--- config.mk ---
export PLATFORM = sky130hd
export DESIGN_NAME = can_tx_frame_loader
export DESIGN_NICKNAME = d
export VERILOG_FILES = /design/src/rtl/can_tx_frame_loader.sv
export SDC_FILE = /design/constraint.sdc
export NUM_CORES = 1
export LEC_CHECK = 0
export CORE_MARGIN = 2
export CORE_UTILIZATION = 41
export CTS_BUF_LIST = sky130_fd_sc_hd__clkbuf_2
export DETAILED_ROUTE_END_ITERATION = 6
export GPL_TIMING_DRIVEN = 0
export HOLD_SLACK_MARGIN = 0.15
export PLACE_DENSITY = 0.88
export SYNTH_ARGS = -nofsm -noshare
export SYNTH_HDL_FRONTEND = slang
export SYNTH_SLANG_ARGS = --single-unit
--- constraint.sdc ---
create_clock -name i_sys_clk -period 2.8 [get_ports i_sys_clk]
set_input_delay 0.28 -clock i_sys_clk [delete_from_list [all_inputs] [get_ports i_sys_clk]]
set_output_delay 0.28 -clock i_sys_clk [all_outputs]
set_load 0.01 [all_outputs]
--- src/rtl/can_tx_frame_loader.sv ---
// can_tx_frame_loader
//
// Pops one 128-bit word from the CAN TX FIFO, unpacks it into CAN frame
// fields and offers the frame to the CAN TX bit engine. The frame is held
// until the engine reports completion. Bus errors cause up to MAX_RETRY
// retransmissions, after which the frame is dropped.
//
// Ports
//   i_sys_clk, i_reset        clock, synchronous active-high reset
//   i_fifo_empty              FIFO empty flag
//   i_fifo_underflow          FIFO underflow flag (valid in the cycle after a pop)
//   i_fifo_r_data             FIFO read data
//   o_fifo_r_en               one-cycle pop pulse
//   o_frame_valid/i_frame_ready  frame offer handshake to the TX engine
//   o_frame_id/ide/rtr/dlc/data  unpacked frame fields
//   o_data_bits               payload bit count (0 for remote frames)
//   i_tx_done, i_tx_err       completion / failure pulses from the engine
//   i_abort                   host abort of the current frame
//   o_sent, o_drop            one-cycle completion / discard pulses
//   o_busy                    high whenever the loader is not idle
//   o_retry_cnt               retries used on the current frame
//   o_drop_cnt                saturating dropped-frame counter
//   o_state                   current FSM state (debug)
//
// Handshake: the frame transfers on the rising edge where o_frame_valid and
// i_frame_ready are both high. Once raised, o_frame_valid stays high with
// stable fields until that transfer, unless i_abort or i_reset intervenes.

module can_tx_frame_loader #(
  parameter int unsigned MAX_RETRY  = 3,
  parameter int unsigned DATA_WIDTH = 128
) (
  input  logic                  i_sys_clk,
  input  logic                  i_reset,
  input  logic                  i_fifo_empty,
  input  logic                  i_fifo_underflow,
  input  logic [DATA_WIDTH-1:0] i_fifo_r_data,
  output logic                  o_fifo_r_en,
  output logic                  o_frame_valid,
  input  logic                  i_frame_ready,
  output logic [28:0]           o_frame_id,
  output logic                  o_frame_ide,
  output logic                  o_frame_rtr,
  output logic [3:0]            o_frame_dlc,
  output logic [63:0]           o_frame_data,
  output logic [6:0]            o_data_bits,
  input  logic                  i_tx_done,
  input  logic                  i_tx_err,
  input  logic                  i_abort,
  output logic                  o_sent,
  output logic                  o_drop,
  output logic                  o_busy,
  output logic [3:0]            o_retry_cnt,
  output logic [7:0]            o_drop_cnt,
  output logic [2:0]            o_state
);

  localparam logic [3:0] MAX_RETRY_C = 4'(MAX_RETRY);

  typedef enum logic [2:0] {
    S_IDLE  = 3'd0,
    S_READ  = 3'd1,
    S_LATCH = 3'd2,
    S_OFFER = 3'd3,
    S_BUSY  = 3'd4
  } state_t;

  state_t state, state_nxt;
  logic   load_fields;
  logic   retry_inc;

  // Reserved word bits carry no meaning for the loader.
  logic unused_rsvd;
  assign unused_rsvd = ^i_fifo_r_data[96:68];

  // Field decode of the word currently on the FIFO read port.
  logic [3:0] w_dlc;
  logic [6:0] w_data_bits;
  assign w_dlc       = i_fifo_r_data[67:64];
  assign w_data_bits = i_fifo_r_data[126]  ? 7'd0 :
                       (w_dlc > 4'd8)      ? 7'd64 :
                                             {w_dlc, 3'b000};

  always_ff @(posedge i_sys_clk) begin
    if (i_reset) state <= S_IDLE;
    else         state <= state_nxt;
  end

  always_comb begin
    state_nxt     = state;
    o_fifo_r_en   = 1'b0;
    o_frame_valid = 1'b0;
    o_sent        = 1'b0;
    o_drop        = 1'b0;
    load_fields   = 1'b0;
    retry_inc     = 1'b0;
    unique case (state)
      S_IDLE: begin
        if (!i_fifo_empty) state_nxt = S_READ;
      end
      S_READ: begin
        o_fifo_r_en = 1'b1;
        state_nxt   = S_LATCH;
      end
      S_LATCH: begin
        // An underflowed pop carries no frame; it is silently discarded.
        if (i_fifo_underflow) begin
          state_nxt = S_IDLE;
        end else begin
          load_fields = 1'b1;
          state_nxt   = S_OFFER;
        end
      end
      S_OFFER: begin
        o_frame_valid = 1'b1;
        if (i_abort) begin
          o_drop    = 1'b1;
          state_nxt = S_IDLE;
        end else if (i_frame_ready) begin
          state_nxt = S_BUSY;
        end
      end
      S_BUSY: begin
        // Priority: abort, then done, then error.
        if (i_abort) begin
          o_drop    = 1'b1;
          state_nxt = S_IDLE;
        end else if (i_tx_done) begin
          o_sent    = 1'b1;
          state_nxt = S_IDLE;
        end else if (i_tx_err) begin
          if (o_retry_cnt < MAX_RETRY_C) begin
            retry_inc = 1'b1;
            state_nxt = S_OFFER;
          end else begin
            o_drop    = 1'b1;
            state_nxt = S_IDLE;
          end
        end
      end
      default: state_nxt = S_IDLE;
    endcase
  end

  assign o_busy  = (state != S_IDLE);
  assign o_state = state;

  // Frame fields: loaded once per pop, held through retries and in IDLE.
  always_ff @(posedge i_sys_clk) begin
    if (i_reset) begin
      o_frame_id   <= '0;
      o_frame_ide  <= 1'b0;
      o_frame_rtr  <= 1'b0;
      o_frame_dlc  <= '0;
      o_frame_data <= '0;
      o_data_bits  <= '0;
    end else if (load_fields) begin
      o_frame_ide  <= i_fifo_r_data[127];
      o_frame_rtr  <= i_fifo_r_data[126];
      o_frame_id   <= i_fifo_r_data[127] ? i_fifo_r_data[125:97]
                                         : {18'd0, i_fifo_r_data[125:115]};
      o_frame_dlc  <= w_dlc;
      o_frame_data <= i_fifo_r_data[63:0];
      o_data_bits  <= w_data_bits;
    end
  end

  always_ff @(posedge i_sys_clk) begin
    if (i_reset) begin
      o_retry_cnt <= '0;
      o_drop_cnt  <= '0;
    end else begin
      if (load_fields)    o_retry_cnt <= '0;
      else if (retry_inc) o_retry_cnt <= o_retry_cnt + 4'd1;
      if (o_drop && (o_drop_cnt != 8'hFF)) o_drop_cnt <= o_drop_cnt + 8'd1;
    end
  end

endmodule

==> results.toml <==
[sta]
setup_viol = 0
setup_ws_ns = 0.1766
max_clock_freq_mhz = 381.2
period_minus_slack_ns = 2.623
rsz0062_at_grt = "no"
slew_violations = 0
hold_viol_final = 0
skew_ns = 0.02008
tns_ns = 0
relSlewSlack_pct = 46.16
worst_pin_slew_ns = 0.8033
min_period_over_period_pct = 93.69

[clocking]
root_buffer = "clkbuf_2"
htreeDepth = 4
clk_pin_slew_worst_paths_ns = 0.16
cts-buffers-inserted = 17
clk_latency_ns = 0.64
cts_num_sinks = 118
cts_tree = "done"
post-cts-setup-buffers = 0
clockBufferDepth = 2

[finish]
nets = 956
postLayoutCoreUtil_pct = 74.68
diodes = 0
postLayoutCellArea_sq_um = 7710
syn_to_final_growth_pct = 76.92
drive_above_1_share_pct = 5.422
layout_commonest_cell = "clkdlybuf4s50_1"
final_cell_mix = "228 x clkdlybuf4s50_1, 147 x nand2_1, 118 x dfxtp_1"

[drt]
via_per_inst = 5.073
drtIter0Drc = 272
detail-route-antenna-nets = 0
vias = 4901
route.detailed.drc = 0
drtPass1Iterations = 4
drt-total-wl_mm = 15.61
routedWlPerCell_um = 16.16

[worst_setup_path]
r2r_slack_ns = 0.61
rr_startpoint = "o_state[1]"
cpPeakStageDelay_ns = 0.57
cp_top_family = "buffers and inverters"
crit_buf_inv = 2
cp_slowest_cell = "clkdlybuf4s50_1"
crit_chain = "buf_2, nor3_4, nand4_1, nand2_2, clkdlybuf4s50_1"
critPathArrivalTime_ns = 2.34
cp_max_fo = 9
cp-start-kind = "flip-flop"
r2r-end = "o_frame_data[58]"
crit_path_end_kind = "output pin"
crit_type = "reg -> out"
ff2ff_path_depth = 5
crit_required_ns = 2.52

[place]
dp.final_hpwl_mm = 10.44
place_congestion = 0.8009
post-place-ws_ns = 0.4376
portBuffers = 228
placedInstanceArea_sq_um = 6818

[die]
die_area_sq_um = 11470
core_sq_um = 10320
io-pin-count = 262
rows = 37
die_x_um = 107.1
die_h_um = 107.1
initial_utilization_pct = 42.21

[pwr]
p_seq_share_pct = 50.5
power.total_uw = 3446
p_int_uw = 2594
pwr_density_cell_nw_per_um2 = 447.0
net-switching-power_uw = 852.2
pwr-share-comb_pct = 15.0
clkPwrFrac_pct = 34.5
ir_worst_vdd_v = 0.0002671
p_leak_uw = 0.002777
p_sw_share_pct = 24.73

[yosys]
syn_area_per_cell_sq_um = 8.613
synth_area_sq_um = 4358
synth.area.top_cells = "dfxtp_1 54%, nand2_1 13%, a21oi_1 9.1%"
syn-instance-count = 506
synth_top_area_share_pct = 54.21
ys_warn_count = 0
ys_seq_area_share_pct = 54.21
ys_types = 40
synth_top_area_cell = "dfxtp_1"
synth-seq-cells = 118

[outcome]
status = "finished, final reports clean"

[worst_hold_path]
hold_end = "o_frame_data[27]"
hold_class = "in -> reg"
holdCritStartpoint = "i_fifo_r_data[27]"
hold_path_depth = 3

[job]
maxCapViolCount = 0

[global_route]
grt.overflow.total = 0
antenna_found_initial = 0
grt_pass1_vias = 5081
grt_max_degree = 17
grt_use_total_pct = 26.89
grt_pass1_wl_mm = 24.23
-- what timing repair did --
| item | in CTS | in global routing |
|---|---|---|
| hold buffers | 63 | 0 |
| gates resized for setup | 0 | 2 |
| setup endpoints to repair | 0 | 1 |
| endpoints found under the hold margin | 64 | 0 |
-- cell usage after synthesis, drive strengths merged --
cell type / number
nand3b: 3
a31o: 1
nor3b: 3
inv: 2
xor2: 1
conb: 1
dfxtp: 118
mux2i: 13
ha: 2
and3: 1
nand3: 5
a21bo: 1
nor4: 1
nand2b: 1
mux2: 2
a21o: 1
nand4: 4
clkbuf: 26
a41o: 1
a211oi: 11
o21ai: 4
and3b: 1
or3: 4
a21oi: 80
nor2b: 4
and2: 2
xnor2: 2
nand2: 148
nor3: 6
a22o: 18
nor2: 28
buf: 11
-- worst max-delay path by stage --
stage	start	endpoint	cells after the start
floorplan	o_state[0]	o_drop_cnt[3]	6
global placement	i_fifo_underflow	o_frame_id[10]	5
detailed placement	i_fifo_underflow	o_frame_id[27]	5
CTS	o_state[0]	o_drop	5
global route	o_state[0]	o_drop	5
finish	o_state[0]	o_drop	5
-- layer usage --
layer / vias up / track usage (%) / wire length [um]
met5: - / 0 / 0
met4: 0 / 15.58 / 718
met3: 60 / 7.964 / 1176
met2: 245 / 48.42 / 7810
met1: 2277 / 27.42 / 5901
li1: 2319 / - / -
-- cells by family after synthesis --
| kind of cell | count (synthesis) | synth area share, % |
|---|---|---|
| compound gates | 117 | 16.34 |
| xor+xnor | 3 | 0.6030 |
| fa+ha+maj | 2 | 0.5741 |
| buf+inv | 39 | 3.990 |
| flops | 118 | 54.21 |
| mux | 15 | 3.503 |
| other cells | 1 | 0.08605 |
| simple gates | 211 | 20.70 |
-- tightest hold or removal path, delay by kind of cell --
kind,cells,cell delay (ns)
AND/OR/NAND/NOR,1,0.06
AO/OA/AOI/OAI,1,0.06
buffers and inverters,1,0.41
-- through the flow --
stage          hold WS [ns]  std cells
2_1_floorplan        0.4055        508
3_3_place_gp         0.4359        872
3_5_place_dp         0.4454        872
4_1_cts              0.1521        966
5_1_grt              0.1508        966
6_report             0.2132        966
-- state kept, by name, indices dropped and copies added, names as in the netlist --
signal,flops
o_frame_data,64
o_frame_id,29
o_drop_cnt,8
o_data_bits,4
o_frame_dlc,4
o_retry_cnt,4
o_state,3
o_frame_ide,1
o_frame_rtr,1
-- power by group through the flow --
stage | sequential [uW] | combinational (uW) | clock (uW)
3_5_place_dp | 1770 | 432 | 0
6_report | 1740 | 518 | 1190
4_1_cts | 1740 | 505 | 1200
2_1_floorplan | 1790 | 135 | 0
5_1_grt | 1750 | 551 | 1290
3_3_place_gp | 1770 | 423 | 0
-- layout make-up --
type,count,area [sq um]
fillers,692,2614
repair buffers,291,2913
multi-input cells,351,1838
clock buffers,18,90.09
clock inverters,13,162.7
inverters,2,7.507
flip-flops and latches,118,2362
well taps,136,170.2
plain buffers,37,166.4
(Power assumes the default switching activity.)
